<file path="config.mk">
export PLATFORM = sky130hd
export DESIGN_NAME = fifo_wr_arbiter
export DESIGN_NICKNAME = d
export VERILOG_FILES = /design/src/rtl/fifo_pkg.sv /design/src/rtl/rr_pick.sv /design/src/rtl/fifo_wr_arbiter.sv
export SDC_FILE = /design/constraint.sdc
export NUM_CORES = 1
export LEC_CHECK = 0
export ABC_CLOCK_PERIOD_IN_PS = 5520
export CORE_MARGIN = 2
export CORE_UTILIZATION = 25
export DETAILED_ROUTE_END_ITERATION = 7
export PLACE_DENSITY = 0.59
export RECOVER_POWER = 50
export SLEW_MARGIN = 20
export SYNTH_ARGS = -nofsm -noshare
export SYNTH_HDL_FRONTEND = slang
export SYNTH_SLANG_ARGS = --single-unit
</file>
<file path="constraint.sdc">
create_clock -name clkIn -period 5.52 [get_ports clkIn]
set_input_delay 0.828 -clock clkIn [delete_from_list [all_inputs] [get_ports clkIn]]
set_output_delay 0.828 -clock clkIn [all_outputs]
set_load 0.01 [all_outputs]
</file>
<file path="src/rtl/fifo_pkg.sv">
// Shared types and helpers for the FIFO write arbiter slice.
// Holds the arbiter state encoding and a width helper.
package fifo_pkg;

    typedef enum logic {
        ARB_IDLE = 1'b0,
        ARB_BUSY = 1'b1
    } arbState_t;

    function automatic int clog2(input int value);
        int r;
        r = 0;
        while ((1 << r) < value) r++;
        return r;
    endfunction

endpackage

</file>
<file path="src/rtl/rr_pick.sv">
// Round-robin winner search: scans upward from startIdx with wrap,
// so the entry just below startIdx is considered last.
module rr_pick
    import fifo_pkg::*;
#(
    parameter int NUM_REQ = 4,
    parameter int IDX_W   = clog2(NUM_REQ)
) (
    input  logic [NUM_REQ-1:0] reqValid,
    input  logic [IDX_W-1:0]   startIdx,
    output logic               found,
    output logic [IDX_W-1:0]   winIdx
);

    always_comb begin
        int cand;
        found  = 1'b0;
        winIdx = '0;
        cand   = 0;
        for (int k = 0; k < NUM_REQ; k++) begin
            cand = (int'(startIdx) + k) % NUM_REQ;
            if (!found && reqValid[IDX_W'(cand)]) begin
                found  = 1'b1;
                winIdx = IDX_W'(cand);
            end
        end
    end

endmodule

</file>
<file path="src/rtl/fifo_wr_arbiter.sv">
// Round-robin burst arbiter sharing one fifo_sync write port
// among NUM_REQ valid/ready producers.
module fifo_wr_arbiter
    import fifo_pkg::*;
#(
    parameter int NUM_REQ    = 4,
    parameter int DATA_WIDTH = 8,
    parameter int BURST_MAX  = 4
) (
    input  logic                          clkIn,
    input  logic                          rstIn,
    input  logic [NUM_REQ-1:0]            reqValidIn,
    input  logic [NUM_REQ*DATA_WIDTH-1:0] reqDataIn,
    output logic [NUM_REQ-1:0]            reqReadyOut,
    input  logic                          fifoFullIn,
    output logic                          fifoWrEnOut,
    output logic [DATA_WIDTH-1:0]         fifoWrDataOut,
    output logic [NUM_REQ-1:0]            grantOut,
    output logic [clog2(NUM_REQ)-1:0]     grantIdxOut
);

    localparam int IDX_W = clog2(NUM_REQ);
    localparam int CNT_W = clog2(BURST_MAX) + 1;
    localparam logic [IDX_W-1:0] IDX_LAST = IDX_W'(NUM_REQ - 1);
    localparam logic [CNT_W-1:0] CNT_LAST = CNT_W'(BURST_MAX - 1);

    arbState_t          state, stateNext;
    logic [NUM_REQ-1:0] grant, grantNext;
    logic [IDX_W-1:0]   grantIdx, grantIdxNext;
    logic [CNT_W-1:0]   burstCnt, burstCntNext;
    logic [IDX_W-1:0]   startIdx, pickIdx;
    logic               pickFound;
    logic               xfer;
    logic               granteeValid;
    logic               doRelease;

    // Search starts just past the last grantee, so it is seen last.
    assign startIdx = (grantIdx == IDX_LAST) ? '0 : grantIdx + 1'b1;

    rr_pick #(
        .NUM_REQ (NUM_REQ),
        .IDX_W   (IDX_W)
    ) picker (
        .reqValid (reqValidIn),
        .startIdx (startIdx),
        .found    (pickFound),
        .winIdx   (pickIdx)
    );

    // Ready is gated by reset so a reset edge never carries a write.
    assign reqReadyOut = (rstIn && state == ARB_BUSY && !fifoFullIn)
                       ? grant : '0;
    assign xfer          = |(reqValidIn & reqReadyOut);
    assign fifoWrEnOut   = xfer;
    assign granteeValid  = reqValidIn[grantIdx];
    assign fifoWrDataOut = reqDataIn[grantIdx*DATA_WIDTH +: DATA_WIDTH];
    assign grantOut      = grant;
    assign grantIdxOut   = grantIdx;

    always_comb begin
        stateNext    = state;
        grantNext    = grant;
        grantIdxNext = grantIdx;
        burstCntNext = burstCnt;
        doRelease    = 1'b0;
        unique case (state)
            ARB_IDLE: begin
                if (pickFound) begin
                    stateNext    = ARB_BUSY;
                    grantNext    = NUM_REQ'(1) << pickIdx;
                    grantIdxNext = pickIdx;
                    burstCntNext = '0;
                end
            end
            ARB_BUSY: begin
                doRelease = !granteeValid
                          || (xfer && burstCnt == CNT_LAST);
                if (doRelease) begin
                    if (pickFound) begin
                        grantNext    = NUM_REQ'(1) << pickIdx;
                        grantIdxNext = pickIdx;
                        burstCntNext = '0;
                    end else begin
                        stateNext = ARB_IDLE;
                        grantNext = '0;
                    end
                end else if (xfer) begin
                    burstCntNext = burstCnt + 1'b1;
                end
            end
            default: stateNext = ARB_IDLE;
        endcase
    end

    always_ff @(posedge clkIn) begin
        if (!rstIn) begin
            state    <= ARB_IDLE;
            grant    <= '0;
            grantIdx <= IDX_LAST;
            burstCnt <= '0;
        end else begin
            state    <= stateNext;
            grant    <= grantNext;
            grantIdx <= grantIdxNext;
            burstCnt <= burstCntNext;
        end
    end

endmodule

</file>
; ---- Word level (Yosys, flattened, before mapping)
; Cells that the tools add are included.
[word_totals]
word_cells = 75
input_bits = 39
reg_bits = 10
[op_classes]
bitwise = 2
addsub = 5
shifts = 2
n_lt_le_gt_ge = 5
eq_ne = 5
reduce_logical = 14
mux = 38
[ops]
columns = op, count
row1 = variable part select 32 x 6 -> 8 bit, 1
row2 = less-than comparator 2 x 4 -> 1 bit (second input constant), 4
row3 = 2-to-1 mux 4 bit, 4
row4 = 2-to-1 mux 1 bit, 15
row5 = 2-to-1 mux 2 bit, 7
row6 = binary-select mux 1 bit (select 2 bit), 5
row7 = 2-to-1 mux 3 bit, 3
row8 = case mux 4 bit (2 select lines), 1
row9 = logical AND 1 bit, 6
row10 = case mux 3 bit (2 select lines), 1
row11 = zero test 1 bit, 5
row12 = adder 2 x 1 -> 2 bit (second input constant), 2
row13 = adder 2 bit (second input constant), 2
row14 = bitwise AND 4 bit, 1
row15 = case mux 2 bit (2 select lines), 1
row16 = OR reduction 4 bit, 1
row17 = << shifter 1 x 2 -> 4 bit (first input constant), 1
row18 = adder 3 x 1 -> 3 bit (second input constant), 1
row19 = equality test 3 x 2 -> 1 bit (second input constant), 1
row20 = less-than comparator 2 x 3 -> 1 bit (second input constant), 1
row21 = inequality test 3 x 1 -> 1 bit (second input constant), 1
row22 = equality test 2 bit (second input constant), 1
row23 = inequality test 2 x 1 -> 1 bit (second input constant), 1
row24 = inequality test 2 bit (second input constant), 1
row25 = other kinds (4), 4

; ---- Longest topological paths before layout
; Gate-level depths: netlist of run 1.
[depth]
word_depth = 19
ltp_mapped = 11

; ---- Cells and area by module
; From an unflattened synthesis of run 1, not the netlist that was laid out.
[unflattened]
cells_unflattened = 90
area_unflattened_um2 = 857.1
[modules_own_cells]
columns = mod, area_per_inst_um2, instances, cells_each
row1 = fifo_wr_arbiter, 779.5, 1, 75
row2 = rr_pick, 77.6, 1, 15

; ---- Least setup slack after synthesis of run 1
; Ideal clock, no wire load.
[synth_timing]
kind = reg-to-reg
startpoint = register grantIdx[0] (netlist: grantIdxOut[0])
endpoint = register grant[3] (netlist: grantOut[3])
setup_ps = 92
required_time_ps = 5428
stages_incl_launch_ff = 11
synth_period_minus_slack_ps = 3021
arrival_time_ps = 2929
path_slack_ps = 2499
path_cell_list = dfxtp_1 buf_6 buf_2 buf_2 inv_1 ha_1 mux4_2 mux2i_1 or3b_1 o31a_1 o32ai_1
[synth_between]
elab_chain_cells = 19
[synth_lines]
columns = element, line
row1 = "start, declared", fifo_wr_arbiter.sv:29  ; logic [IDX_W-1:0] grantIdx, grantIdxNext;
row2 = "start signal, assigned", fifo_wr_arbiter.sv:104  ; grantIdx <= grantIdxNext;
row3 = "parallel branches: the longest is 19 deep, another holds adder 2 x 1 -> 2 bit", --
row4 = "end signal, assigned", fifo_wr_arbiter.sv:103  ; grant <= grantNext;
row5 = "end, declared", fifo_wr_arbiter.sv:28  ; logic [NUM_REQ-1:0] grant, grantNext;
; Parallel ways; which one is timed is not known. The select of a mux whose other input is x is not followed.
; A chain may end at the register's enable or synchronous reset.

; ---- Worst setup path in the final report of run 1
[layout_timing]
startpoint = input port rstIn
endpoint = output port fifoWrEnOut
[layout_between]
elab_chain_cells = 5
[layout_lines]
columns = element, line
row1 = "start, declared", fifo_wr_arbiter.sv:11  ; input logic rstIn,
row2 = logical AND 1 bit (2 in a row), fifo_wr_arbiter.sv:51  ; assign reqReadyOut = (rstIn && state == ARB_BUSY && !fifoFullIn)
row3 = 2-to-1 mux 4 bit, fifo_wr_arbiter.sv:52  ; ? grant : '0;
row4 = bitwise AND 4 bit, fifo_wr_arbiter.sv:53  ; assign xfer = |(reqValidIn & reqReadyOut);
row5 = OR reduction 4 bit, fifo_wr_arbiter.sv:53
row6 = "end, declared", fifo_wr_arbiter.sv:16  ; output logic fifoWrEnOut,
; No other way between the ends.

==> results of run 1 <==
==> layer usage <==
metal,vias up,track usage [%],routed length [um]
met3,9,1.163,84
met2,22,25.64,1858
li1,546,-,-
met5,-,0,0
met4,0,6.100,82
met1,527,14.96,1234
==> cell families after synthesis <==
group | count (synthesis) | synth area share [%]
DFF | 10 | 18.76
adders and majority gates | 5 | 5.862
AOI/OAI and AO/OA | 33 | 22.39
muxes | 14 | 26.49
and+or+nand+nor | 37 | 20.75
buffers and inverters | 13 | 5.745
==> cells in the final DEF, fill, tap and decap left out, drive strengths merged, types with 2 or more instances in the layout <==
cell type / count
o22ai: 2
a211oi: 2
ha: 5
clkbuf: 4
a22oi: 2
nand3: 2
nor2: 7
dlygate4sd3: 14
a21oi: 8
nand2: 9
inv: 7
dfxtp: 10
and3b: 2
and2: 4
mux4: 9
o32ai: 2
clkdlybuf4s50: 43
mux2i: 4
nor3: 4
or2: 2
o21ai: 4
a32oi: 2
==> per-stage QoR <==
stage / instance area (um^2) / util (%) / hold WS (ns) / std cells / power, uW
CTS: 1728 / 42.58 / 0.4777 / 218 / 699.3
global route: 1728 / 42.58 / 0.4991 / 218 / 730.7
global placement: 1673 / 41.23 / 0.4465 / 214 / 593.9
detailed placement: 1673 / 41.23 / 0.4655 / 214 / 602.1
floorplan: 1067 / - / 0.4323 / 112 / 439.7
finish: 1728 / 42.58 / 0.4701 / 218 / 675.7
==> registers in the layout, summed over array words and instances (netlist names) <==
name	count
grantOut	4
state	1
burstCnt	3
grantIdxOut	2
==> layout make-up <==
cell class	instances	share of cell area (%)
Tap cell	50	3.621
Clock buffer	4	3.186
Multi-Input combinational cell	89	46.63
Sequential cell	10	11.59
Timing Repair Buffer	58	33.45
Inverter	7	1.521
==> where the power goes <==
| group | leakage [uW] | switching, uW | internal (uW) |
|---|---|---|---|
| sequential | 0.0000820 | 41.4 | 90.3 |
| clock | 0.0000288 | 29.5 | 62.7 |
| combinational | 0.000535 | 213 | 238 |
| total | 0.000646 | 284 | 391 |
==> final timing paths <==
path,startpoint,to,slack (ns)
hold reg to reg,burstCnt[2],burstCnt[2],0.47
setup / recovery,rstIn,fifoWrEnOut,2.14
setup reg to reg,grantIdxOut[0],grantOut[2],2.24
hold / removal,burstCnt[2],burstCnt[2],0.47
==> flow_summary.ini, run 1 <==
[run_status]
outcome = finished, final reports clean

[yosys]
synth_top_area_share_pct = 18.99
synth_top_area_cell = mux4_2
synth.avg_cell_area_um2 = 9.529
ys_async_sr_fraction_pct = 0
synth_nets = 156
yosysSeqAreaShare_pct = 18.76
synth_commonest_cells = 10 x dfxtp_1, 9 x mux4_2, 9 x nand2_1
synth.most_common_cell = dfxtp_1
synthFlopType = dfxtp_1
ys_seq_elements = 10
syn-cell-area_um2 = 1067
yosys_warnings = 0
synthTopCellsByArea = mux4_2 19%, dfxtp_1 19%, ha_1 5.9%
synth_edf_count = 0
synth.distinct_cells = 48
syn_inst = 112

[critical_path]
critPathBufInv = 2
worstSetupPathDepth = 4
path_class = primary input to primary output
critPathRequiredTime_ns = 4.69
endpoint_kind = primary output
rr_worst_depth = 9
critPathMaxStageDelay_ns = 0.61
critPathTopFamily = buffers and inverters
cp.arrival_ns = 2.55
worstSetupStartpointType = primary input
crit_chain = clkdlybuf4s50_1, and3b_1, a21boi_2, clkdlybuf4s50_1
slowest_stage = clkdlybuf4s50_1
cp_max_fo = 9
crit_path_frequent_cell = clkdlybuf4s50_1

[global_routing]
gr-usage-all-layers_pct = 13.47
first_global_vias = 1119
antenna_found_initial = 0
grt_pass1_wl_mm = 5.271
grt_overflow = 0
grt_max_degree = 15

[timing]
rsz0062_at_grt = false
clock.fmax_mhz = 295.7
setup_viol_count_final = 0
fin_crit_ns = 3.382
final-max-slew-violation-count = 0
setup_slack_ns = 2.138
hold_viol = 0
fin_skew_ns = 0.0004896
period_share_pct = 61.27
slew_headroom_pct = 51.91
tns_ns = 0
max_slew.worst_pin.slew_ns = 0.7203

[cts]
clockBufferDepth = 2
cts-buffers-inserted = 3
cts_tree = done
cts.sinks = 10
cts_root_buf = clkbuf_8
clk_pin_slew_ns = 0.05
cts_max_level = 1
post_cts_resized = 0
post_cts_buffers = 0
clk_latency_ns = 0.24
holdBufCountCts = 0

[layout]
fill_cells = 392
final_nets = 213
diodes = 0
drive_gt1_share_pct = 15.48
syn2layout_area_growth_pct = 61.90
seq_area_um2 = 200.2
multiInputGateArea_um2 = 805.8

[routing]
first_pass_iters = 4
via_per_inst = 5.064
drc = 0
vias = 1104
drtAntennaViolNets = 0
wl_mm = 3.260
drtIter0Drc = 26
wl_per_cell_um = 14.95

[worst_hold_path]
hold_class = flip-flop to flip-flop
whs_path_depth = 1

[placement]
dpl_worst_slack_ns = 2.164
port_buffers = 57
hpwl_mm = 2.729
gp_congestion = 0.8664

[power]
p_leak_uw = 0.0006461
ir_worst_vdd_mv = 0.1876
power.density_nw_per_um2 = 391.1

[die]
dieArea_um2 = 4808
core_um2 = 4058
die_w_um = 69.34
io_pins = 58
die_h_um = 69.34
rows = 23
start_util_pct = 26.30

[job]
cap_violations = 0
(Power assumes the default switching activity.)
==> run 2: changes to the inputs <==
--- a/config.mk
+++ b/config.mk
@@ -5,7 +5,7 @@
 export SDC_FILE = /design/constraint.sdc
 export NUM_CORES = 1
 export LEC_CHECK = 0
-export ABC_CLOCK_PERIOD_IN_PS = 5520
+export ABC_CLOCK_PERIOD_IN_PS = 3340
 export CORE_MARGIN = 2
 export CORE_UTILIZATION = 25
 export DETAILED_ROUTE_END_ITERATION = 7
==> constraint.sdc (replaced) <==
create_clock -name clkIn -period 3.34 [get_ports clkIn]
set_input_delay 0.501 -clock clkIn [delete_from_list [all_inputs] [get_ports clkIn]]
set_output_delay 0.501 -clock clkIn [all_outputs]
set_load 0.01 [all_outputs]
==> flow_summary.ini, run 2 (synthesis gave the netlist of run 1 again) <==
[run_status]
outcome = finished, final reports clean

[power]
power.density_nw_per_um2 = 647.2
finalPower_uw = 1123
p_leak_uw = 0.0006513
ir_worst_vdd_mv = 0.3257

[global_routing]
grt_overflow = 0
antenna_found_initial = 0
grt_max_degree = 15
gr-usage-all-layers_pct = 13.31
grt_pass1_wl_mm = 5.292
first_global_vias = 1077

[layout]
drive_gt1_share_pct = 15.29
final_nets = 215
syn2layout_area_growth_pct = 62.60
diodes = 0
largest_reg_flops = 4
final_common_cell = clkdlybuf4s50_1
post-route-util_pct = 42.77
final_cell_mix = 46 x clkdlybuf4s50_1, 11 x dlygate4sd3_1, 10 x dfxtp_1, 9 x mux4_2, 9 x nand2_1

[placement]
hpwl_mm = 2.766
gp_congestion = 0.8746
port_buffers = 57
dpl_worst_slack_ns = 0.4875

[cts]
post_cts_resized = 0
cts_tree = done
post_cts_buffers = 0
cts_root_buf = clkbuf_8
clk_latency_ns = 0.23
cts_max_level = 1
cts-buffers-inserted = 3
holdBufCountCts = 0
clockBufferDepth = 2
cts.sinks = 10
clk_pin_slew_ns = 0.05

[die]
io_pins = 58
die_w_um = 69.34
start_util_pct = 26.30
die_h_um = 69.34
rows = 23
dieArea_um2 = 4808
core_um2 = 4058

[timing]
rsz0062_at_grt = false
clock.fmax_mhz = 341.8
setup_viol_count_final = 0
final-max-slew-violation-count = 0
period_share_pct = 87.60
hold_slack_ns = 0.4621
setup_slack_ns = 0.4140
slew_headroom_pct = 55.88
fin_crit_ns = 2.926
tns_ns = 0
max_slew.worst_pin.slew_ns = 0.6618
fin_skew_ns = 0.001894
hold_viol = 0

[critical_path]
critPathBufInv = 2
slowest_stage = dlygate4sd3_1
critPathTopFamily = buffers and inverters
endpoint_kind = primary output
critPathMaxStageDelay_ns = 0.62
worstSetupStartpointType = flip-flop
critPathRequiredTime_ns = 2.84
cp_max_fo = 8
cp.arrival_ns = 2.42
crit_chain = clkbuf_1, mux4_2, dlygate4sd3_1
path_class = flip-flop to primary output

[routing]
vias = 1150
drtAntennaViolNets = 0
drc = 0
first_pass_iters = 4
drtIter0Drc = 28
via_per_inst = 5.227
wl_mm = 3.259
wl_per_cell_um = 14.81

[worst_hold_path]
hold_class = flip-flop to flip-flop

[job]
cap_violations = 0
## run 2: changes by cell type in the layout (fill, tap and decap cells not counted), sizes merged
cell	previous run	this run
clkbuf	4	6
clkdlybuf4s50	43	46
dlygate4sd3	14	11
## run 2: worst paths after layout
path	startpoint	depth (start not counted)	endpoint	slack (ns)
setup / recovery	grantIdxOut[0]	3	fifoWrDataOut[1]	0.41
hold / removal	burstCnt[2]	1	burstCnt[2]	0.46
setup reg to reg	grantIdxOut[0]	7	grantOut[3]	0.67
hold reg to reg	burstCnt[2]	1	burstCnt[2]	0.46
## run 2: worst reg2reg max path, stage by stage, from the launching register on
cell and delay (ns):
dfxtp_1 0.47, inv_1 0.08, ha_1 0.42, mux4_2 0.53, mux2i_1 0.24, or3b_1 0.40, o31a_1 0.14, o32ai_1 0.28
## run 2: final cells by class
type / count / area, um^2
Sequential cell: 10 / 200.2
Tap cell: 50 / 62.56
Inverter: 7 / 26.28
Multi-Input combinational cell: 89 / 805.8
Fill cell: 394 / 2322
Timing Repair Buffer: 60 / 585.6
Clock buffer: 4 / 55.05
## run 2: metrics by stage
step | instance area (um^2) | std cells
after detailed placement | 1688 | 216
after CTS | 1743 | 220
after global placement | 1688 | 216
after floorplan | 1067 | 112
after global routing | 1735 | 220
final | 1735 | 220
## run 2: metal layers
layer / wire [um] / up-vias / part of all wire, % / global-route usage (%)
li1: - / 554 / - / -
met1: 1273 / 566 / 39 / 15.94
met2: 1881 / 23 / 58 / 25.21
met3: 53 / 7 / 1.6 / 0.4360
met4: 50 / 0 / 1.5 / 4.575
met5: 0 / - / 0 / 0
## run 2: where the power goes
part	internal [uW]	switching, uW	total, uW
registers	149	31.3	181
clock network	103	44.3	148
logic	403	392	795
